$ cat src/rtl/single_cycle_pkg.sv
// Shared definitions for the instruction-memory boot loader: loader states and
// image framing constants.
package single_cycle_pkg;

    typedef enum logic [2:0] {
        StHdr,
        StData,
        StCsum,
        StDone,
        StErr
    } load_state_e;

    localparam int unsigned HDR_BYTES  = 4;
    localparam int unsigned WORD_BYTES = 4;

    // States in which the loader still consumes stream bytes.
    function automatic logic is_active(input load_state_e s);
        return (s == StHdr) || (s == StData) || (s == StCsum);
    endfunction

endpackage

$ cat src/rtl/boot_word_assembler.sv
// Packs little-endian stream bytes into 32-bit words and keeps the running XOR
// of every data byte for the trailing checksum.
module boot_word_assembler
    import single_cycle_pkg::*;
(
    input  logic        clk,
    input  logic        rst,
    input  logic        byte_en,
    input  logic [7:0]  in_data,
    output logic        last_byte,
    output logic        word_valid,
    output logic [31:0] word,
    output logic [7:0]  csum
);

    logic [1:0]  cnt_q;
    logic [31:0] asm_q;
    logic [31:0] word_q;
    logic        word_valid_q;
    logic [7:0]  csum_q;

    assign last_byte = (cnt_q == 2'(WORD_BYTES - 1));

    // Bytes shift in from the top, so after four bytes byte 0 sits in [7:0].
    always_ff @(posedge clk or negedge rst) begin
        if (!rst) begin
            cnt_q        <= 2'd0;
            asm_q        <= 32'd0;
            word_q       <= 32'd0;
            word_valid_q <= 1'b0;
            csum_q       <= 8'd0;
        end else begin
            word_valid_q <= 1'b0;
            if (byte_en) begin
                cnt_q  <= cnt_q + 2'd1;
                asm_q  <= {in_data, asm_q[31:8]};
                csum_q <= csum_q ^ in_data;
                if (last_byte) begin
                    word_q       <= {in_data, asm_q[31:8]};
                    word_valid_q <= 1'b1;
                end
            end
        end
    end

    assign word_valid = word_valid_q;
    assign word       = word_q;
    assign csum       = csum_q;

endmodule

$ cat src/rtl/imem_boot_loader.sv
// Boot loader: streams a length-prefixed, XOR-checked image into instruction
// memory and releases the core reset once the image verifies.
module imem_boot_loader
    import single_cycle_pkg::*;
#(
    parameter int unsigned ADDR_WIDTH = 10
) (
    input  logic                  clk,
    input  logic                  rst,
    input  logic [7:0]            in_data,
    input  logic                  in_valid,
    output logic                  in_ready,
    output logic                  mem_we,
    output logic [ADDR_WIDTH-1:0] mem_addr,
    output logic [31:0]           mem_wdata,
    output logic                  core_rst,
    output logic                  load_done,
    output logic                  load_err
);

    localparam logic [32:0] MaxWords = 33'd1 << ADDR_WIDTH;

    load_state_e           state_q, state_d;
    logic [23:0]           hdr_q;
    logic [1:0]            hdr_cnt_q;
    logic [ADDR_WIDTH-1:0] n_last_q;
    logic [ADDR_WIDTH-1:0] widx_q;
    logic [ADDR_WIDTH-1:0] addr_q;
    logic                  in_ready_q;
    logic                  load_done_q;
    logic                  load_err_q;
    logic                  core_rst_q;

    logic        fire;
    logic        hdr_last;
    logic [31:0] hdr_word;
    logic        len_zero;
    logic        len_bad;
    logic        data_en;
    logic        last_byte;
    logic        word_valid;
    logic [31:0] word;
    logic [7:0]  csum;

    assign fire     = in_valid && in_ready_q;
    assign hdr_last = (hdr_cnt_q == 2'(HDR_BYTES - 1));
    assign hdr_word = {in_data, hdr_q};
    assign len_zero = (hdr_word == 32'd0);
    assign len_bad  = ({1'b0, hdr_word} > MaxWords);
    assign data_en  = fire && (state_q == StData);

    boot_word_assembler u_asm (
        .clk        (clk),
        .rst        (rst),
        .byte_en    (data_en),
        .in_data    (in_data),
        .last_byte  (last_byte),
        .word_valid (word_valid),
        .word       (word),
        .csum       (csum)
    );

    always_comb begin
        state_d = state_q;
        unique case (state_q)
            StHdr: begin
                if (fire && hdr_last) begin
                    if (len_bad) begin
                        state_d = StErr;
                    end else if (len_zero) begin
                        state_d = StCsum;
                    end else begin
                        state_d = StData;
                    end
                end
            end
            StData: begin
                if (fire && last_byte && (widx_q == n_last_q)) begin
                    state_d = StCsum;
                end
            end
            StCsum: begin
                if (fire) begin
                    state_d = (in_data == csum) ? StDone : StErr;
                end
            end
            StDone, StErr: state_d = state_q;
            default:       state_d = StErr;
        endcase
    end

    // Status flags track the next state so they rise together with the transition.
    always_ff @(posedge clk or negedge rst) begin
        if (!rst) begin
            state_q     <= StHdr;
            in_ready_q  <= 1'b0;
            load_done_q <= 1'b0;
            load_err_q  <= 1'b0;
            core_rst_q  <= 1'b0;
        end else begin
            state_q     <= state_d;
            in_ready_q  <= is_active(state_d);
            load_done_q <= (state_d == StDone);
            load_err_q  <= (state_d == StErr);
            core_rst_q  <= (state_d == StDone);
        end
    end

    always_ff @(posedge clk or negedge rst) begin
        if (!rst) begin
            hdr_q     <= 24'd0;
            hdr_cnt_q <= 2'd0;
            n_last_q  <= '0;
        end else if (fire && (state_q == StHdr)) begin
            hdr_q     <= {in_data, hdr_q[23:8]};
            hdr_cnt_q <= hdr_cnt_q + 2'd1;
            // N-1 always fits once the length check passes; unused when N is 0.
            if (hdr_last) begin
                n_last_q <= ADDR_WIDTH'(hdr_word - 32'd1);
            end
        end
    end

    // The write address is latched with the word so it holds until the next write.
    always_ff @(posedge clk or negedge rst) begin
        if (!rst) begin
            widx_q <= '0;
            addr_q <= '0;
        end else if (data_en && last_byte) begin
            addr_q <= widx_q;
            widx_q <= widx_q + ADDR_WIDTH'(1);
        end
    end

    assign in_ready  = in_ready_q;
    assign mem_we    = word_valid;
    assign mem_addr  = addr_q;
    assign mem_wdata = word;
    assign core_rst  = core_rst_q;
    assign load_done = load_done_q;
    assign load_err  = load_err_q;

endmodule

$ cat config.mk
export PLATFORM = sky130hd
export DESIGN_NAME = imem_boot_loader
export DESIGN_NICKNAME = d
export VERILOG_FILES = /design/src/rtl/single_cycle_pkg.sv /design/src/rtl/boot_word_assembler.sv /design/src/rtl/imem_boot_loader.sv
export SDC_FILE = /design/constraint.sdc
export NUM_CORES = 1
export LEC_CHECK = 0
export BUFFER_PORTS_ARGS = -buffer_cell sky130_fd_sc_hd__buf_4
export CORE_MARGIN = 2
export CORE_UTILIZATION = 40
export DETAILED_ROUTE_END_ITERATION = 10
export MAX_ROUTING_LAYER = met4
export PLACE_DENSITY_LB_ADDON = 0.1
export SLEW_MARGIN = 20
export SYNTH_ARGS = -nofsm -noshare
export SYNTH_HDL_FRONTEND = slang
export SYNTH_SLANG_ARGS = --single-unit
$ cat constraint.sdc
create_clock -name clk -period 4.01 [get_ports clk]
set_clock_uncertainty 0.1 [all_clocks]
set_input_delay 0.2005 -clock clk [delete_from_list [all_inputs] [get_ports clk]]
set_output_delay 0.2005 -clock clk [all_outputs]
set_load 0.005 [all_outputs]
==> impl_metrics.json <==
{
  "yosysSeqAreaShare_pct": 60.5,
  "post-dp-hpwl_um": 6710,
  "clock-sinks": 129,
  "post_dp_cell_area_um2": 5920,
  "cp_slowest_stage_delay_ns": 0.57,
  "cp.required_ns": 4.21,
  "die_y_um": 120,
  "min_to": "core_rst$_DFF_PN0_",
  "design.portCount": 58,
  "area_growth_pct": 23.0,
  "via_per_inst": 4.84,
  "slew_headroom_pct": 34.0,
  "cts_tree": "done",
  "vias": 3341,
  "critPathCaptureType": "flop",
  "rsz0062_at_grt": "no",
  "die-area_um2": 14300,
  "post-route-drc-count": 0,
  "root_buffer": "clkbuf_16",
  "synth_fp_nets": 445,
  "status": "complete, no violations",
  "io_buffers": 57,
  "rr_worst_depth": 4,
  "regArea_um2": 3230,
  "ys_top_cells_by_area": "dfrtp_1 (60%), mux2_2 (14%), nand2_1 (7.0%), xnor2_1 (4.8%), xor2_1 (2.5%)",
  "cp_max_fo": 25,
  "synthCells": 429,
  "antenna_found_initial": 0,
  "yosysWarnings": 0,
  "grt_first_pass_wirelength_um": 17000,
  "setup_viol": 0,
  "critPathTopFamily": "simple AND/OR/NAND/NOR gates",
  "worstReg2RegEnd": "u_asm.word[30]$_DFFE_PN0P_",
  "cts_resized": 0,
  "fin_util_pct": 50.0,
  "async_reset_ff_share_pct": 100,
  "fin_area_um2": 6570,
  "antenna_cells": 0,
  "synth_edf_count": 0,
  "htreeDepth": 4,
  "grt_pass1_vias": 3315,
  "path_cells": "or3b_4, nor2_4, buf_4, mux2_2",
  "ys_ff_latch": 129,
  "avgSynthCellArea_um2": 12.4,
  "cts-buffers-inserted": 17,
  "drt.antenna.violating_nets": 0,
  "r2r_setup_slack_ns": 1.55,
  "hold_viol": 0,
  "fin_crit_ns": 2.46,
  "nFillCells": 1206,
  "whs_ns": 0.0286,
  "yosys.cell_types.count": 37,
  "max_freq_mhz": 406,
  "worstMarginPinSlew_ns": 0.990,
  "whs_path_depth": 3,
  "dieWidth_um": 120,
  "worstSetupStartpointType": "flop",
  "worstPathArrival_ns": 2.66,
  "clk-insertion-delay-late_ns": 0.41,
  "final_max_slew_viol_count": 0,
  "core_area_um2": 13100,
  "wl_per_cell_um": 14.6,
  "finalPower_w": 0.00468,
  "cts_buffer_depth": 2,
  "worstHoldPathType": "in -> reg",
  "drive_gt1_share_pct": 31.9,
  "nets": 518,
  "period_share_pct": 61.4,
  "place_congestion": 0.729,
  "first_pass_iters": 4,
  "max_cap_violations": 0,
  "clkSlewWorstSetupHoldPaths_ns": 0.05,
  "routed_wl_um": 10100,
  "crit_type": "reg -> reg",
  "multi_input_area_um2": 2020,
  "syn-cell-area_um2": 5340,
  "synth_flop_cell": "dfrtp_1",
  "p_per_area_nw_per_um2": 712,
  "setup_tns_ns": 0,
  "start_util_pct": 40.6,
  "grt_usage_pct": 15.8,
  "reg2reg_from": "state_q[2]$_DFF_PN0_",
  "drt_iter0_drc": 197,
  "std_cell_rows": 42,
  "p_leak_nw": 3.20,
  "crit_buf_inv": 1,
  "overflow": 0,
  "ir_drop_mv": 0.318,
  "synth_top_cell_by_area": "dfrtp_1",
  "synth.top_cell.area_share_pct": 60.5,
  "crit_slowest_cell": "nor2_4",
  "grt_max_degree": 49,
  "min_from": "in_valid"
}
==> tightest hold or removal path, delay by kind of cell <==
kind / cells / cell delay (ns)
buffers and inverters: 1 / 0.14
and+or+nand+nor: 1 / 0.08
AOI/OAI and AO/OA: 1 / 0.08
==> metrics by stage <==
stage	setup slack, ns	cells
2_1_floorplan	2.25	429
3_3_place_gp	1.55	650
3_5_place_dp	1.52	650
4_1_cts	1.52	690
5_1_grt	1.39	690
6_report	1.55	690
==> metal layers <==
layer	global-route usage, %	share of wire (%)	vias to the layer above
met1	21.8	50	1659
met4	7.28	2.0	0
li1	-	-	1600
met5	-	0	-
met2	21.6	44	64
met3	4.33	3.5	18
==> report_power, final <==
part	total, W	switching (W)	internal [W]
logic	0.00104	0.000405	0.000635
registers	0.00221	0.000398	0.00181
clock network	0.00143	0.000519	0.000911
==> cells in the final DEF (no fill, tap or decap), types with 2 or more instances in the layout <==
| master | n |
|---|---|
| a21oi_1 | 3 |
| and2_1 | 2 |
| and3_1 | 3 |
| buf_4 | 60 |
| clkbuf_1 | 5 |
| clkbuf_16 | 17 |
| clkbuf_8 | 4 |
| clkinv_2 | 3 |
| dfrtp_1 | 129 |
| dlygate4sd3_1 | 9 |
| ha_1 | 5 |
| inv_1 | 3 |
| mux2_2 | 68 |
| nand2_1 | 99 |
| nand3_1 | 5 |
| nand4_1 | 4 |
| nor2_1 | 5 |
| nor2_2 | 2 |
| nor3_1 | 5 |
| nor4_1 | 7 |
| o21ai_0 | 12 |
| xnor2_1 | 29 |
| xor2_1 | 15 |
==> timing repair <==
item                      CTS  global route
hold buffers                9             0
buffers inserted            0             0
hold endpoints to repair   62             0
==> final cells by class <==
| cell class | instances | share of cell area, % |
|---|---|---|
| sequential | 129 | 49.2 |
| clock buffer | 26 | 7.60 |
| inverter | 3 | 0.171 |
| multi-input combinational | 282 | 30.7 |
| tap | 176 | 3.35 |
| timing repair buffer | 69 | 8.23 |
| clock inverter | 5 | 0.800 |
==> cell usage after synthesis (2+ instances only) <==
cell type  number
nor3_1          5
dfrtp_1       129
nand4_1         4
nor2_1          5
xnor2_1        29
buf_2           6
mux2_2         68
nand3_1         6
nor2_2          2
clkbuf_1        5
inv_1           3
ha_1            5
a21oi_1         3
xor2_1         15
o21ai_0        12
nand2_1       100
nor4_1          7
and2_1          2
and3_1          3
buf_6           3
==> worst max-delay path by stage <==
stage               slack, ns                    endpoint                 start  cells after the start
floorplan                2.25   u_asm.word[0]$_DFFE_PN0P_  state_q[2]$_DFF_PN0_                      5
global placement         1.55  u_asm.word[27]$_DFFE_PN0P_  state_q[2]$_DFF_PN0_                      4
detailed placement       1.52  u_asm.word[30]$_DFFE_PN0P_  state_q[2]$_DFF_PN0_                      4
CTS                      1.52  u_asm.word[30]$_DFFE_PN0P_  state_q[2]$_DFF_PN0_                      4
global route             1.39   u_asm.word[6]$_DFFE_PN0P_  state_q[0]$_DFF_PN0_                      4
finish                   1.55  u_asm.word[30]$_DFFE_PN0P_  state_q[2]$_DFF_PN0_                      4
==> sequential cells by signal (all words and copies together) (netlist names) <==
name,cells
core_rst,1
hdr_cnt_q,2
hdr_q,24
in_ready,1
load_err,1
mem_addr,10
n_last_q,10
state_q,3
u_asm.asm_q,24
u_asm.cnt_q,2
u_asm.csum,8
u_asm.word,32
u_asm.word_valid,1
widx_q,10
==> cells by family after synthesis <==
family	share of synthesized area, %
and+or+nand+nor	12.3
DFF	60.5
muxes	14.3
xor gates and xnor gates	7.22
AOI/OAI and AO/OA	2.58
buffers and inverters	1.90
adders and majority gates	1.17
(Power assumes the default switching activity.)
